[src/rtl/hs_spi_slave_avmm.sv]
// hs_spi_slave_avmm
// Quad-lane SPI responder. It decodes CMD/ADDR/DATA frames arriving on
// SCK/CSn/MOSI and turns each frame into one single-beat AVMM access. For reads,
// the returned word goes back out on MISO after a fixed dummy gap. The SPI pins
// are oversampled in aclk, so aclk must run at least 8x faster than SCK.
// Ports:
//   aclk, aresetn           clock and asynchronous active-low reset
//   SCK, CSn, MOSI          SPI pins (mode 0; MOSI carries the MSB lane first)
//   MISO, MISO_oe           read data lanes and their output enable
//   avm_*                   AVMM host interface (word address, single beat)
//   busy                    high from CSn fall until the FSM returns to IDLE
//   err_stb                 one-cycle pulse on a bad command or missing read data
module hs_spi_slave_avmm #(
    parameter int AW           = 10,
    parameter int DW           = 32,
    parameter int SPI_W        = 4,
    parameter int DUMMY_CYCLES = 4
) (
    input  logic             aclk,
    input  logic             aresetn,
    input  logic             SCK,
    input  logic             CSn,
    input  logic [SPI_W-1:0] MOSI,
    output logic [SPI_W-1:0] MISO,
    output logic             MISO_oe,
    output logic [AW-1:0]    avm_address,
    output logic             avm_read,
    output logic             avm_write,
    output logic [DW-1:0]    avm_writedata,
    output logic [DW/8-1:0]  avm_byteenable,
    input  logic [DW-1:0]    avm_readdata,
    input  logic             avm_readdatavalid,
    input  logic             avm_waitrequest,
    output logic             busy,
    output logic             err_stb
);
    localparam int             AF         = SPI_W * ((AW + SPI_W - 1) / SPI_W);
    localparam int             BCW        = 8;
    localparam logic [BCW-1:0] CMD_LAST   = BCW'(8 / SPI_W - 1);
    localparam logic [BCW-1:0] ADDR_LAST  = BCW'(AF / SPI_W - 1);
    localparam logic [BCW-1:0] DATA_LAST  = BCW'(DW / SPI_W - 1);
    localparam logic [BCW-1:0] DATA_BEATS = BCW'(DW / SPI_W);
    localparam logic [BCW-1:0] DUMMY_N    = BCW'(DUMMY_CYCLES);
    localparam logic [7:0]     CMD_WRITE  = 8'h02;
    localparam logic [7:0]     CMD_READ   = 8'h0B;

    typedef enum logic [2:0] {
        S_IDLE   = 3'd0,
        S_CMD    = 3'd1,
        S_ADDR   = 3'd2,
        S_WDATA  = 3'd3,
        S_WRITE  = 3'd4,
        S_RDUMMY = 3'd5,
        S_RDATA  = 3'd6,
        S_IGNORE = 3'd7
    } state_t;

    state_t           r_state;
    state_t           w_state_nxt;
    logic             r_sck_meta, r_sck_s, r_sck_d;
    logic             r_csn_meta, r_csn_s, r_csn_d;
    logic [SPI_W-1:0] r_mosi_meta, r_mosi_s;
    logic [BCW-1:0]   r_beat;
    logic [DW-1:0]    r_shift;
    logic [SPI_W-1:0] r_miso;
    logic             r_miso_oe, r_busy, r_err_stb, r_is_read, r_rd_have;
    logic             r_avm_read, r_avm_write;
    logic [AW-1:0]    r_avm_address;
    logic [DW-1:0]    r_avm_writedata;

    logic             w_rise, w_fall, w_sample, w_csn_fall;
    logic [DW-1:0]    w_shift_nxt, w_rd_word;
    logic             w_err, w_cmd_ok, w_addr_done, w_wdata_done, w_rd_load, w_rd_shift;

    // A beat only counts while CSn is still low, so a rise landing together with
    // the CSn rise is dropped.
    assign w_rise      = r_sck_s & ~r_sck_d;
    assign w_fall      = ~r_sck_s & r_sck_d;
    assign w_sample    = w_rise & ~r_csn_s;
    assign w_csn_fall  = ~r_csn_s & r_csn_d;
    assign w_shift_nxt = {r_shift[DW-SPI_W-1:0], r_mosi_s};
    // A word arriving on the same cycle as the RDATA entry fall still counts as captured.
    assign w_rd_word   = avm_readdatavalid ? avm_readdata
                       : (r_rd_have ? r_shift : {DW{1'b1}});

    // Two-flop synchronizers for the SPI pins, plus one delay stage for edge detection
    always_ff @(posedge aclk or negedge aresetn) begin
        if (!aresetn) begin
            r_sck_meta  <= 1'b0;
            r_sck_s     <= 1'b0;
            r_sck_d     <= 1'b0;
            r_csn_meta  <= 1'b1;
            r_csn_s     <= 1'b1;
            r_csn_d     <= 1'b1;
            r_mosi_meta <= {SPI_W{1'b0}};
            r_mosi_s    <= {SPI_W{1'b0}};
        end else begin
            r_sck_meta  <= SCK;
            r_sck_s     <= r_sck_meta;
            r_sck_d     <= r_sck_s;
            r_csn_meta  <= CSn;
            r_csn_s     <= r_csn_meta;
            r_csn_d     <= r_csn_s;
            r_mosi_meta <= MOSI;
            r_mosi_s    <= r_mosi_meta;
        end
    end

    // FSM state register
    always_ff @(posedge aclk or negedge aresetn) begin
        if (!aresetn) begin
            r_state <= S_IDLE;
        end else begin
            r_state <= w_state_nxt;
        end
    end

    // Next-state decode and one-cycle control strobes; CSn high overrides every state
    always_comb begin
        w_state_nxt  = r_state;
        w_err        = 1'b0;
        w_cmd_ok     = 1'b0;
        w_addr_done  = 1'b0;
        w_wdata_done = 1'b0;
        w_rd_load    = 1'b0;
        w_rd_shift   = 1'b0;
        if ((r_state != S_IDLE) && r_csn_s) begin
            w_state_nxt = S_IDLE;
        end else begin
            case (r_state)
                S_IDLE: begin
                    if (w_csn_fall) w_state_nxt = S_CMD;
                    else            w_state_nxt = S_IDLE;
                end
                S_CMD: begin
                    if (w_sample && (r_beat == CMD_LAST)) begin
                        if ((w_shift_nxt[7:0] == CMD_WRITE) || (w_shift_nxt[7:0] == CMD_READ)) begin
                            w_cmd_ok    = 1'b1;
                            w_state_nxt = S_ADDR;
                        end else begin
                            w_err       = 1'b1;
                            w_state_nxt = S_IGNORE;
                        end
                    end else begin
                        w_state_nxt = S_CMD;
                    end
                end
                S_ADDR: begin
                    if (w_sample && (r_beat == ADDR_LAST)) begin
                        w_addr_done = 1'b1;
                        w_state_nxt = r_is_read ? S_RDUMMY : S_WDATA;
                    end else begin
                        w_state_nxt = S_ADDR;
                    end
                end
                S_WDATA: begin
                    if (w_sample && (r_beat == DATA_LAST)) begin
                        w_wdata_done = 1'b1;
                        w_state_nxt  = S_WRITE;
                    end else begin
                        w_state_nxt = S_WDATA;
                    end
                end
                S_WRITE: begin
                    if (r_avm_write && !avm_waitrequest) w_state_nxt = S_IGNORE;
                    else                                 w_state_nxt = S_WRITE;
                end
                S_RDUMMY: begin
                    if (w_fall && (r_beat == DUMMY_N)) begin
                        w_rd_load   = 1'b1;
                        w_err       = ~(r_rd_have | avm_readdatavalid);
                        w_state_nxt = S_RDATA;
                    end else begin
                        w_state_nxt = S_RDUMMY;
                    end
                end
                S_RDATA: begin
                    if (w_fall) begin
                        if (r_beat == DATA_BEATS) w_state_nxt = S_IGNORE;
                        else                      w_rd_shift  = 1'b1;
                    end else begin
                        w_state_nxt = S_RDATA;
                    end
                end
                S_IGNORE: w_state_nxt = S_IGNORE;
                default:  w_state_nxt = S_IDLE;
            endcase
        end
    end

    // Beat counter: rises within a field. In RDATA it counts falls instead, and the entry fall counts as the first.
    always_ff @(posedge aclk or negedge aresetn) begin
        if (!aresetn) begin
            r_beat <= BCW'(0);
        end else if (w_state_nxt != r_state) begin
            r_beat <= w_rd_load ? BCW'(1) : BCW'(0);
        end else if (w_sample && ((r_state == S_CMD) || (r_state == S_ADDR) || (r_state == S_WDATA))) begin
            r_beat <= r_beat + BCW'(1);
        end else if (w_sample && (r_state == S_RDUMMY) && (r_beat < DUMMY_N)) begin
            r_beat <= r_beat + BCW'(1);
        end else if (w_rd_shift) begin
            r_beat <= r_beat + BCW'(1);
        end else begin
            r_beat <= r_beat;
        end
    end

    // Shared shift register: MOSI deserializer on the way in, read-data serializer on the way out
    always_ff @(posedge aclk or negedge aresetn) begin
        if (!aresetn) begin
            r_shift   <= {DW{1'b0}};
            r_rd_have <= 1'b0;
        end else begin
            if (w_sample && ((r_state == S_CMD) || (r_state == S_ADDR) || (r_state == S_WDATA))) begin
                r_shift <= w_shift_nxt;
            end else if (w_rd_load) begin
                r_shift <= w_rd_word << SPI_W;
            end else if (w_rd_shift) begin
                r_shift <= r_shift << SPI_W;
            end else if ((r_state == S_RDUMMY) && avm_readdatavalid) begin
                r_shift <= avm_readdata;
            end else begin
                r_shift <= r_shift;
            end
            r_rd_have <= (r_state == S_RDUMMY) & (r_rd_have | avm_readdatavalid);
        end
    end

    // MISO lanes plus the frame status outputs, all registered from the next state
    always_ff @(posedge aclk or negedge aresetn) begin
        if (!aresetn) begin
            r_miso    <= {SPI_W{1'b0}};
            r_miso_oe <= 1'b0;
            r_busy    <= 1'b0;
            r_err_stb <= 1'b0;
            r_is_read <= 1'b0;
        end else begin
            if (w_rd_load)                    r_miso <= w_rd_word[DW-1 -: SPI_W];
            else if (w_rd_shift)              r_miso <= r_shift[DW-1 -: SPI_W];
            else if (w_state_nxt != S_RDATA)  r_miso <= {SPI_W{1'b0}};
            else                              r_miso <= r_miso;
            r_miso_oe <= (w_state_nxt == S_RDUMMY) || (w_state_nxt == S_RDATA);
            r_busy    <= (w_state_nxt != S_IDLE);
            r_err_stb <= w_err;
            if (w_cmd_ok) r_is_read <= (w_shift_nxt[7:0] == CMD_READ);
            else          r_is_read <= r_is_read;
        end
    end

    // AVMM requests sit outside the FSM so that an abort cannot drop an access still waiting on waitrequest
    always_ff @(posedge aclk or negedge aresetn) begin
        if (!aresetn) begin
            r_avm_read      <= 1'b0;
            r_avm_write     <= 1'b0;
            r_avm_address   <= {AW{1'b0}};
            r_avm_writedata <= {DW{1'b0}};
        end else begin
            if (w_addr_done)                       r_avm_address <= w_shift_nxt[AW-1:0];
            else                                   r_avm_address <= r_avm_address;
            if (w_wdata_done)                      r_avm_writedata <= w_shift_nxt;
            else                                   r_avm_writedata <= r_avm_writedata;
            if (w_addr_done && r_is_read)          r_avm_read <= 1'b1;
            else if (r_avm_read && !avm_waitrequest) r_avm_read <= 1'b0;
            else                                   r_avm_read <= r_avm_read;
            if (w_wdata_done)                      r_avm_write <= 1'b1;
            else if (r_avm_write && !avm_waitrequest) r_avm_write <= 1'b0;
            else                                   r_avm_write <= r_avm_write;
        end
    end

    assign MISO           = r_miso;
    assign MISO_oe        = r_miso_oe;
    assign busy           = r_busy;
    assign err_stb        = r_err_stb;
    assign avm_read       = r_avm_read;
    assign avm_write      = r_avm_write;
    assign avm_address    = r_avm_address;
    assign avm_writedata  = r_avm_writedata;
    assign avm_byteenable = {(DW/8){1'b1}};
endmodule

[config.mk]
export PLATFORM = sky130hd
export DESIGN_NAME = hs_spi_slave_avmm
export DESIGN_NICKNAME = d
export VERILOG_FILES = /design/src/rtl/hs_spi_slave_avmm.sv
export SDC_FILE = /design/constraint.sdc
export NUM_CORES = 1
export LEC_CHECK = 0
export ABC_AREA = 0
export BUFFER_PORTS_ARGS = -buffer_cell sky130_fd_sc_hd__buf_2
export CAP_MARGIN = 40
export CORE_ASPECT_RATIO = 0.6
export CORE_MARGIN = 5
export CORE_UTILIZATION = 40
export CTS_BUF_LIST = sky130_fd_sc_hd__clkbuf_2
export DETAILED_ROUTE_END_ITERATION = 16
export PLACE_DENSITY = 0.69
export SYNTH_ARGS = -nofsm -noshare
export SYNTH_HDL_FRONTEND = slang
export SYNTH_SLANG_ARGS = --single-unit
export TNS_END_PERCENT = 30
[constraint.sdc]
create_clock -name aclk -period 2.95 [get_ports aclk]
set_clock_uncertainty 0.1 [all_clocks]
set_input_delay 0.295 -clock aclk [delete_from_list [all_inputs] [get_ports aclk]]
set_output_delay 0.295 -clock aclk [all_outputs]
set_load 0.03 [all_outputs]
==> results of run 1 <==
-- flip-flops by register name (all words and copies together), names as in the netlist, 3 cells and up --
| register | flops |
|---|---|
| avm_writedata | 32 |
| r_shift | 32 |
| avm_address | 10 |
| r_beat | 8 |
| MISO | 4 |
| r_mosi_meta | 4 |
| r_mosi_s | 4 |
| r_state | 3 |
-- cells in the final DEF (no fill, tap or decap), types with 6 or more instances in the layout --
master,count
clkbuf_2,9
nor2_1,25
o22a_1,6
nand3_1,9
nand2_1,74
a31oi_1,10
nor3_1,8
o22ai_1,17
inv_1,6
mux2_2,42
dfrtp_1,107
o31ai_1,6
a21oi_1,7
a22oi_1,11
o21ai_1,15
o221ai_1,9
dlygate4sd3_1,34
buf_4,18
buf_2,91
-- how the worst min path moves through the flow --
stage,from,to,slack [ns],depth (start not counted)
final,avm_readdata[18],r_shift[18],0.02,4
after detailed placement,r_mosi_meta[0],r_mosi_s[0],0.23,0
after global routing,avm_readdata[12],r_shift[16],0.004,4
after global placement,r_mosi_meta[1],r_mosi_s[1],0.23,0
after CTS,avm_readdata[5],r_shift[5],0.01,5
after floorplan,aresetn,MISO[0],-0.10,0
-- kinds of logic (layout without fill, tap and decap cells) --
group / Yosys count / after routing / share of synthesized area (%)
DFF: 110 / 110 / 52.75
muxes: 46 / 46 / 9.818
xor gates and xnor gates: 8 / 8 / 1.341
and+or+nand+nor: 160 / 160 / 15.35
AOI/OAI and AO/OA: 112 / 112 / 15.59
other: 1 / 4 / 0.07177
buffers and inverters: 43 / 168 / 4.118
adders and majority gates: 4 / 4 / 0.9579
-- per-layer routing --
metal  up-vias  global-route usage (%)
met5         -                       0
met4         0                   2.776
met3        19                   6.406
met2       215                   25.06
met1      2200                   30.36
li1       2001                       -
-- cell usage after synthesis, types with 2 or more instances --
master,n
o21ai_0,5
nor4bb_1,2
o21bai_1,2
o221ai_1,9
o21ai_1,15
buf_4,6
nand4_1,5
nor4_1,2
nor2b_1,2
buf_6,3
clkbuf_1,15
o22a_1,6
o22ai_1,17
a22oi_1,11
or3_1,2
nand2_1,75
dfrtp_1,107
mux2_2,42
xnor2_1,3
xor2_1,5
o2bb2ai_1,4
nor3b_1,4
nand3b_1,3
buf_2,7
and2_1,2
buf_1,5
inv_1,6
nor2_1,25
nor4b_1,2
o31ai_1,6
nor4_2,2
dfstp_2,3
nand3_1,9
o32a_1,5
mux2i_1,4
a21oi_1,7
a31oi_1,10
nor3_1,9
ha_1,4
or2_2,2
nand2b_1,3
-- worst reg2reg max path: cells and delay by family, from the launching register on --
kind | cells | cell delay (ns)
flops | 1 | 0.50
compound gates | 2 | 0.35
fa+ha+maj | 1 | 0.25
buf+inv | 2 | 0.37
simple gates | 4 | 1.14
-- through the flow --
step           hold WS (ns)  total power, mW  util [%]
6_report            0.02487            2.954     49.87
5_1_grt            0.004376            3.089     49.87
4_1_cts             0.01103            2.954     49.78
3_5_place_dp         0.2347            2.169     46.05
3_3_place_gp         0.2346            2.154     46.05
2_1_floorplan       -0.1006            1.976         -
-- where the power goes --
group          internal, mW  switching [mW]
Clock                 0.216           0.546
Combinational         0.163           0.198
Sequential             1.65           0.177
Total                  2.03           0.921
-- what timing repair did --
item	in CTS	in global routing
pin swaps	0	0
gates resized for setup	1	2
cloned	0	0
setup endpoints to repair	4	11
hold buffers	34	0
endpoints found under the hold margin	93	0
-- layout make-up --
type | instances | area share, %
clock inverters | 7 | 1.390
repair buffers | 145 | 15.19
well taps | 170 | 3.329
flip-flops and latches | 110 | 43.14
clock buffers | 9 | 0.7049
inverters | 7 | 0.4112
multi-input cells | 334 | 35.83
==> results.txt, run 1 <==
Post-route ant nets: 0
R2r worst-path depth: 9
Register clock-pin slew on the reported worst setup and hold paths: 0.30 ns
End of the critical path: MISO[2]
Critical path fanouts, max: 5
Main flop type after synthesis: dfrtp_1
Worst skew pair latency: 0.62 ns
Initial core utilization: 40.78%
Slew Limit Fails: 0
Final std cell area, no fill: 6390 sq um
Via count: 4435
Buffer and inverter count on the worst path: 2
Final hold violation count: 0
Ant diodes: 0
Average wire per standard cell: 18.84 um
CTS H-Tree Depth: 3
Drt first pass iters: 5
Worst-margin pin slew: 0.7531 ns
Leak: 3.167 nW
GRT Util Overall: 18.97%
Fillers: 1178
Crit-path cells: ha_1 > nor4bb_1 > buf_4 > nor2_1 > nor4_1 > a41oi_1 > buf_4 > nor4_4 > o2bb2ai_1
Final Non-Filler Cells: 782
Die H: 98.53 um
Synth Register Bits: 110
FF-to-FF End: MISO[2]
Vias in the first global route: 4182
CP startpoint kind: flop
Largest cells by area after synthesis: dfrtp_1 51%, mux2_2 9.1%, nand2_1 5.4%, o22ai_1 2.0%, nor2_1 1.8%
CP required: 3.40 ns
Synth cell types: 69
Worst path depth: 9
Initial antenna violation count: 0
Nets: 653
Register Area: 2756 sq um
Met3 routed WL: 1556 um
Max-cap violation count: 0
Count of input and output buffers: 92
Gp weighted congestion: 0.9112
Drt drc: 0
Post-synth EDFFs: 0
Setup CP Type: flop to flop
Pin count of the biggest net entering global routing: 57
RR Startpoint: r_beat[0]
Rows: 32
Relative slew slack: 49.37%
Uppermost layer routed: met4
Worst VDD drop: 0.2650 mV
Overflow after GRT: 0
Status: completed
Die W: 157.6 um
Drt first-iter violations: 436
Clock root buffer: clkbuf_2
Async set-reset flop share out of synthesis: 100.0%
Slowest cell on crit path: dfrtp_1
Worst Hold Class: primary input to flop
First-pass GRT wire length: 23430 um
CTS sink cnt: 110
Bufs on Longest Clock Path: 2
Post-CTS Setup Inserts: 0
Setup WS pre-CTS: 0.02003 ns
TritonCTS buffer count: 9
Mapped Area: 5225 sq um
Period minus WS final: 2.769 ns
Inst Count DP: 732
Hpwl dp: 10580 um
Slowest stage delay, CP: 0.50 ns
Num ports: 97
Synth area leader: dfrtp_1
Placed cell area: 5901 sq um
Post-route setup slack: 0.1807 ns
FMAX: 0.3611 GHz
CP most frequent cell: buf_4
Placeable Area: 12810 sq um
CTS tree: yes
WL met1: 7161 um
Footprint of the multi-input gates: 2290 sq um
PwrDens: 462.3 nW/um^2
Sequential area share after synthesis: 52.75%
Final setup TNS: 0 ns
Worst setup EP type: flop
Final setup vio count: 0
Worst EP arrival: 3.22 ns
Top-area cell type share of the netlist area: 51.25%
Met2 WL: 5855 um
Cells after Synth: 484
Area Overhead vs Synth: 22.29%
Final wirelength: 14730 um
Crit path from: r_beat[0]
Reg2Reg Setup Slack: 0.18 ns
RSZ-0062 raised after global routing: yes
Die area: 15520 sq um
Layout cells sized above 1: 31.05%
Top Family by Delay on Critical Path: simple AND/OR/NAND/NOR gates
Final period utilization: 93.87%
Yosys warning total: 0
Vias per cell: 5.671
Syn_area_per_cell: 10.80 sq um
(Power assumes the default switching activity.)
==> inputs of run 2 (changes only) <==
ABC_AREA = 1   (was 0)
PLACE_DENSITY = 0.68   (was 0.69)
==> run 2 against run 1 <==
Register-to-register slack improved by 0.06 ns. Sequential power increased by 2%. Combinational power increased by 120%. Wire length increased by 7.6%. Utilization decreased by 0.35 points. Via count increased by 17%. Critical endpoint is now r_shift[14]. Largest cell class unchanged.
==> results.txt, run 2 <==
Post-synth EDFFs: 0 (unchanged)
Layout cells sized above 1: 18.29% (was 31.05%)
Worst Hold Class: primary input to flop (unchanged)
CTS tree: yes (unchanged)
Initial core utilization: 40.82% (was 40.78%)
Clock root buffer: clkbuf_2 (unchanged)
Hpwl dp: 11110 um (was 10580 um)
Sequential area share after synthesis: 49.41% (was 52.75%)
Period minus WS final: 2.713 ns (was 2.769 ns)
First-pass GRT wire length: 25390 um (was 23430 um)
Most common cell in the netlist: nand2_1 (was dfrtp_1)
Compound-Gate Fraction of Synth Area: 17.90% (was 15.59%)
Minimum hold slack: 0.09402 ns (was 0.02487 ns)
Worst VDD drop: 0.2344 mV (was 0.2650 mV)
Pin count of the biggest net entering global routing: 66 (was 57)
Vias per cell: 5.106 (was 5.671)
Simple-Gate Fraction of Synth Area: 21.60% (was 15.35%)
Top Family by Delay on Critical Path: simple AND/OR/NAND/NOR gates (unchanged)
Die H: 101.5 um (was 98.53 um)
Max-cap violation count: 0 (unchanged)
Yosys warning total: 0 (unchanged)
Drt drc: 0 (unchanged)
FMAX: 0.3686 GHz (was 0.3611 GHz)
Synth area leader: dfrtp_1 (unchanged)
Final period utilization: 91.97% (was 93.87%)
Post-route setup slack: 0.2370 ns (was 0.1807 ns)
Top post-synthesis cells by count: 173 x nand2_1, 107 x dfrtp_1, 94 x o21ai_0 (was 107 x dfrtp_1, 75 x nand2_1, 42 x mux2_2)
Leak: 3.381 nW (was 3.167 nW)
Average wire per standard cell: 15.66 um (was 18.84 um)
Num ports: 97 (unchanged)
Register clock-pin slew on the reported worst setup and hold paths: 0.32 ns (was 0.30 ns)
Bufs on Longest Clock Path: 2 (unchanged)
Crit-path cells: inv_2 > nand2_2 > nand2_2 > nand2_4 > buf_6 > nand2_1 > nor2_1 > nand2_1 > nand4_1 > dlygate4sd3_1 > o21ai_1 (was ha_1 > nor4bb_1 > buf_4 > nor2_1 > nor4_1 > a41oi_1 > buf_4 > nor4_4 > o2bb2ai_1)
Cells after Synth: 693 (was 484)
Synth cell types: 36 (was 69)
Leading cell type in the layout, fill and taps excluded: nand2_1 (was dfrtp_1)
Overflow after GRT: 0 (unchanged)
Die area: 16490 sq um (was 15520 sq um)
Top-area cell type share of the netlist area: 47.99% (was 51.25%)
Placeable Area: 13670 sq um (was 12810 sq um)
Status: completed (unchanged)
Syn_area_per_cell: 8.051 sq um (was 10.80 sq um)
GRT Util Overall: 19.18% (was 18.97%)
Multiplexer share of the synthesized area: 0% (was 9.818%)
Final hold violation count: 0 (unchanged)
Gp weighted congestion: 0.9267 (was 0.9112)
Final setup vio count: 0 (unchanged)
PwrDens: 490.5 nW/um^2 (was 462.3 nW/um^2)
Slowest stage delay, CP: 0.63 ns (was 0.50 ns)
Setup WS pre-CTS: 0.4404 ns (was 0.02003 ns)
Final setup TNS: 0 ns (unchanged)
CTS H-Tree Depth: 3 (unchanged)
Via count: 5167 (was 4435)
Post-route ant nets: 0 (unchanged)
Commonest cells after routing, fill and taps aside: 172 x nand2_1, 107 x dfrtp_1, 94 x o21ai_0 (was 107 x dfrtp_1, 91 x buf_2, 74 x nand2_1)
Fillers: 1342 (was 1178)
Nets: 862 (was 653)
Worst skew pair latency: 0.60 ns (was 0.62 ns)
Area Overhead vs Synth: 21.31% (was 22.29%)
Ant diodes: 0 (unchanged)
XOR/XNOR Fraction of Synth Area: 0.6279% (was 1.341%)
Drt first pass iters: 4 (was 5)
Die W: 162.5 um (was 157.6 um)
Count of input and output buffers: 92 (unchanged)
Mapped Area: 5579 sq um (was 5225 sq um)
CP required: 3.40 ns (about the same)
Worst EP arrival: 3.16 ns (was 3.22 ns)
Buffer and inverter count on the worst path: 3 (was 2)
Overall power: 3.319 mW (was 2.954 mW)
Initial antenna violation count: 0 (unchanged)
Vias in the first global route: 4745 (was 4182)
RSZ-0062 raised after global routing: no (was yes)
TritonCTS buffer count: 9 (unchanged)
Slowest cell on crit path: dfrtp_1 (unchanged)
Worst-margin pin slew: 0.8578 ns (was 0.7531 ns)
Final wirelength: 15850 um (was 14730 um)
Worst setup EP type: flop (unchanged)
Async set-reset flop share out of synthesis: 100.0% (unchanged)
Relative slew slack: 42.62% (was 49.37%)
Largest cells by area after synthesis: dfrtp_1 48%, nand2_1 12%, o21ai_0 8.4%, inv_1 5.8%, nor2_1 2.9% (was dfrtp_1 51%, mux2_2 9.1%, nand2_1 5.4%, o22ai_1 2.0%, nor2_1 1.8%)
Setup CP Type: flop to flop (unchanged)
Drt first-iter violations: 481 (was 436)
Synth Register Bits: 110 (unchanged)
Rows: 33 (was 32)
Slew Limit Fails: 0 (unchanged)
Main flop type after synthesis: dfrtp_1 (unchanged)
CTS sink cnt: 110 (unchanged)
Synth Area in Adders: 0.8971% (was 0.9579%)
Critical path fanouts, max: 25 (was 5)
CP startpoint kind: flop (unchanged)
Largest family of logic cells by synthesized area: simple AND/OR/NAND/NOR gates (was compound AO/OA/AOI/OAI gates)
==> run 2: changes by cell type in the layout (fill, tap and decap cells not counted), moves of 10 or more <==
cell,delta
inv_1,+80
mux2_2,-42
nand2_1,+98
nand3_1,+16
nor2_1,+18
o21ai_0,+89
o21ai_1,-10
o22ai_1,-11
==> run 2: metrics by stage <==
stage                     area (sq um)  std cells  util [%]
final                             6768       1012     49.52
after global routing              6768       1012     49.52
after CTS                         6695       1006     48.99
after detailed placement          6213        953     45.46
after global placement            6213        953     45.46
after floorplan                   5590        696         -
==> run 2: power by group <==
group | switching, mW | leakage, nW | internal (mW)
clock network | 0.532 | 0.0624 | 0.127
registers | 0.122 | 1.44 | 1.74
logic | 0.533 | 1.88 | 0.262
==> run 2: layer usage <==
metal	global-route usage [%]	vias up	share of wire, %
met2	25.46	218	39
met5	0	-	0
met1	31.30	2415	51
met3	5.327	11	9.4
li1	-	2523	-
met4	2.469	0	0.48
==> run 2: worst reg2reg max path, delay by kind of cell, from the launching register on <==
| kind | cells | cell delay, ns |
|---|---|---|
| DFF | 1 | 0.63 |
| buffers and inverters | 3 | 0.90 |
| AOI/OAI and AO/OA | 1 | 0.06 |
| and+or+nand+nor | 7 | 1.00 |
==> run 2: area by class of cell <==
cell class | instances | area, sq um | share of cell area (%)
multi-input cells | 456 | 2311 | 34.15
flip-flops and latches | 110 | 2756 | 40.73
well taps | 192 | 240.2 | 3.550
repair buffers | 147 | 1003 | 14.83
clock buffers | 9 | 45.04 | 0.6656
clock inverters | 6 | 56.30 | 0.8319
inverters | 92 | 355.3 | 5.251
==> run 2: timing repair <==
action                                  in CTS  in global routing
hold buffers                                38                  0
hold endpoints to repair                   148                  0
endpoints found under the setup margin       0                  1
setup buffers                                0                  6
resized for setup                            0                  8
==> run 2: cell families (layout without fill, tap and decap cells) <==
family | count (synthesis) | after routing
fa+ha+maj | 4 | 4
buf+inv | 130 | 254
other cells | 1 | 4
flops | 110 | 110
xor+xnor | 4 | 4
simple gates | 276 | 276
compound gates | 168 | 168
==> run 2: final timing paths <==
| kind | depth (start not counted) | start | slack [ns] | to |
|---|---|---|---|---|
| hold reg to reg | 0 | r_csn_meta | 0.28 | r_csn_s |
| setup / recovery | 11 | r_state[2] | 0.24 | r_shift[14] |
| min in group asynchronous | 3 | aresetn | 0.50 | err_stb |
| hold / removal | 7 | avm_readdata[10] | 0.09 | r_shift[10] |
| max in group asynchronous | 4 | aresetn | 0.77 | avm_address[6] |
| setup reg to reg | 11 | r_state[2] | 0.24 | r_shift[14] |
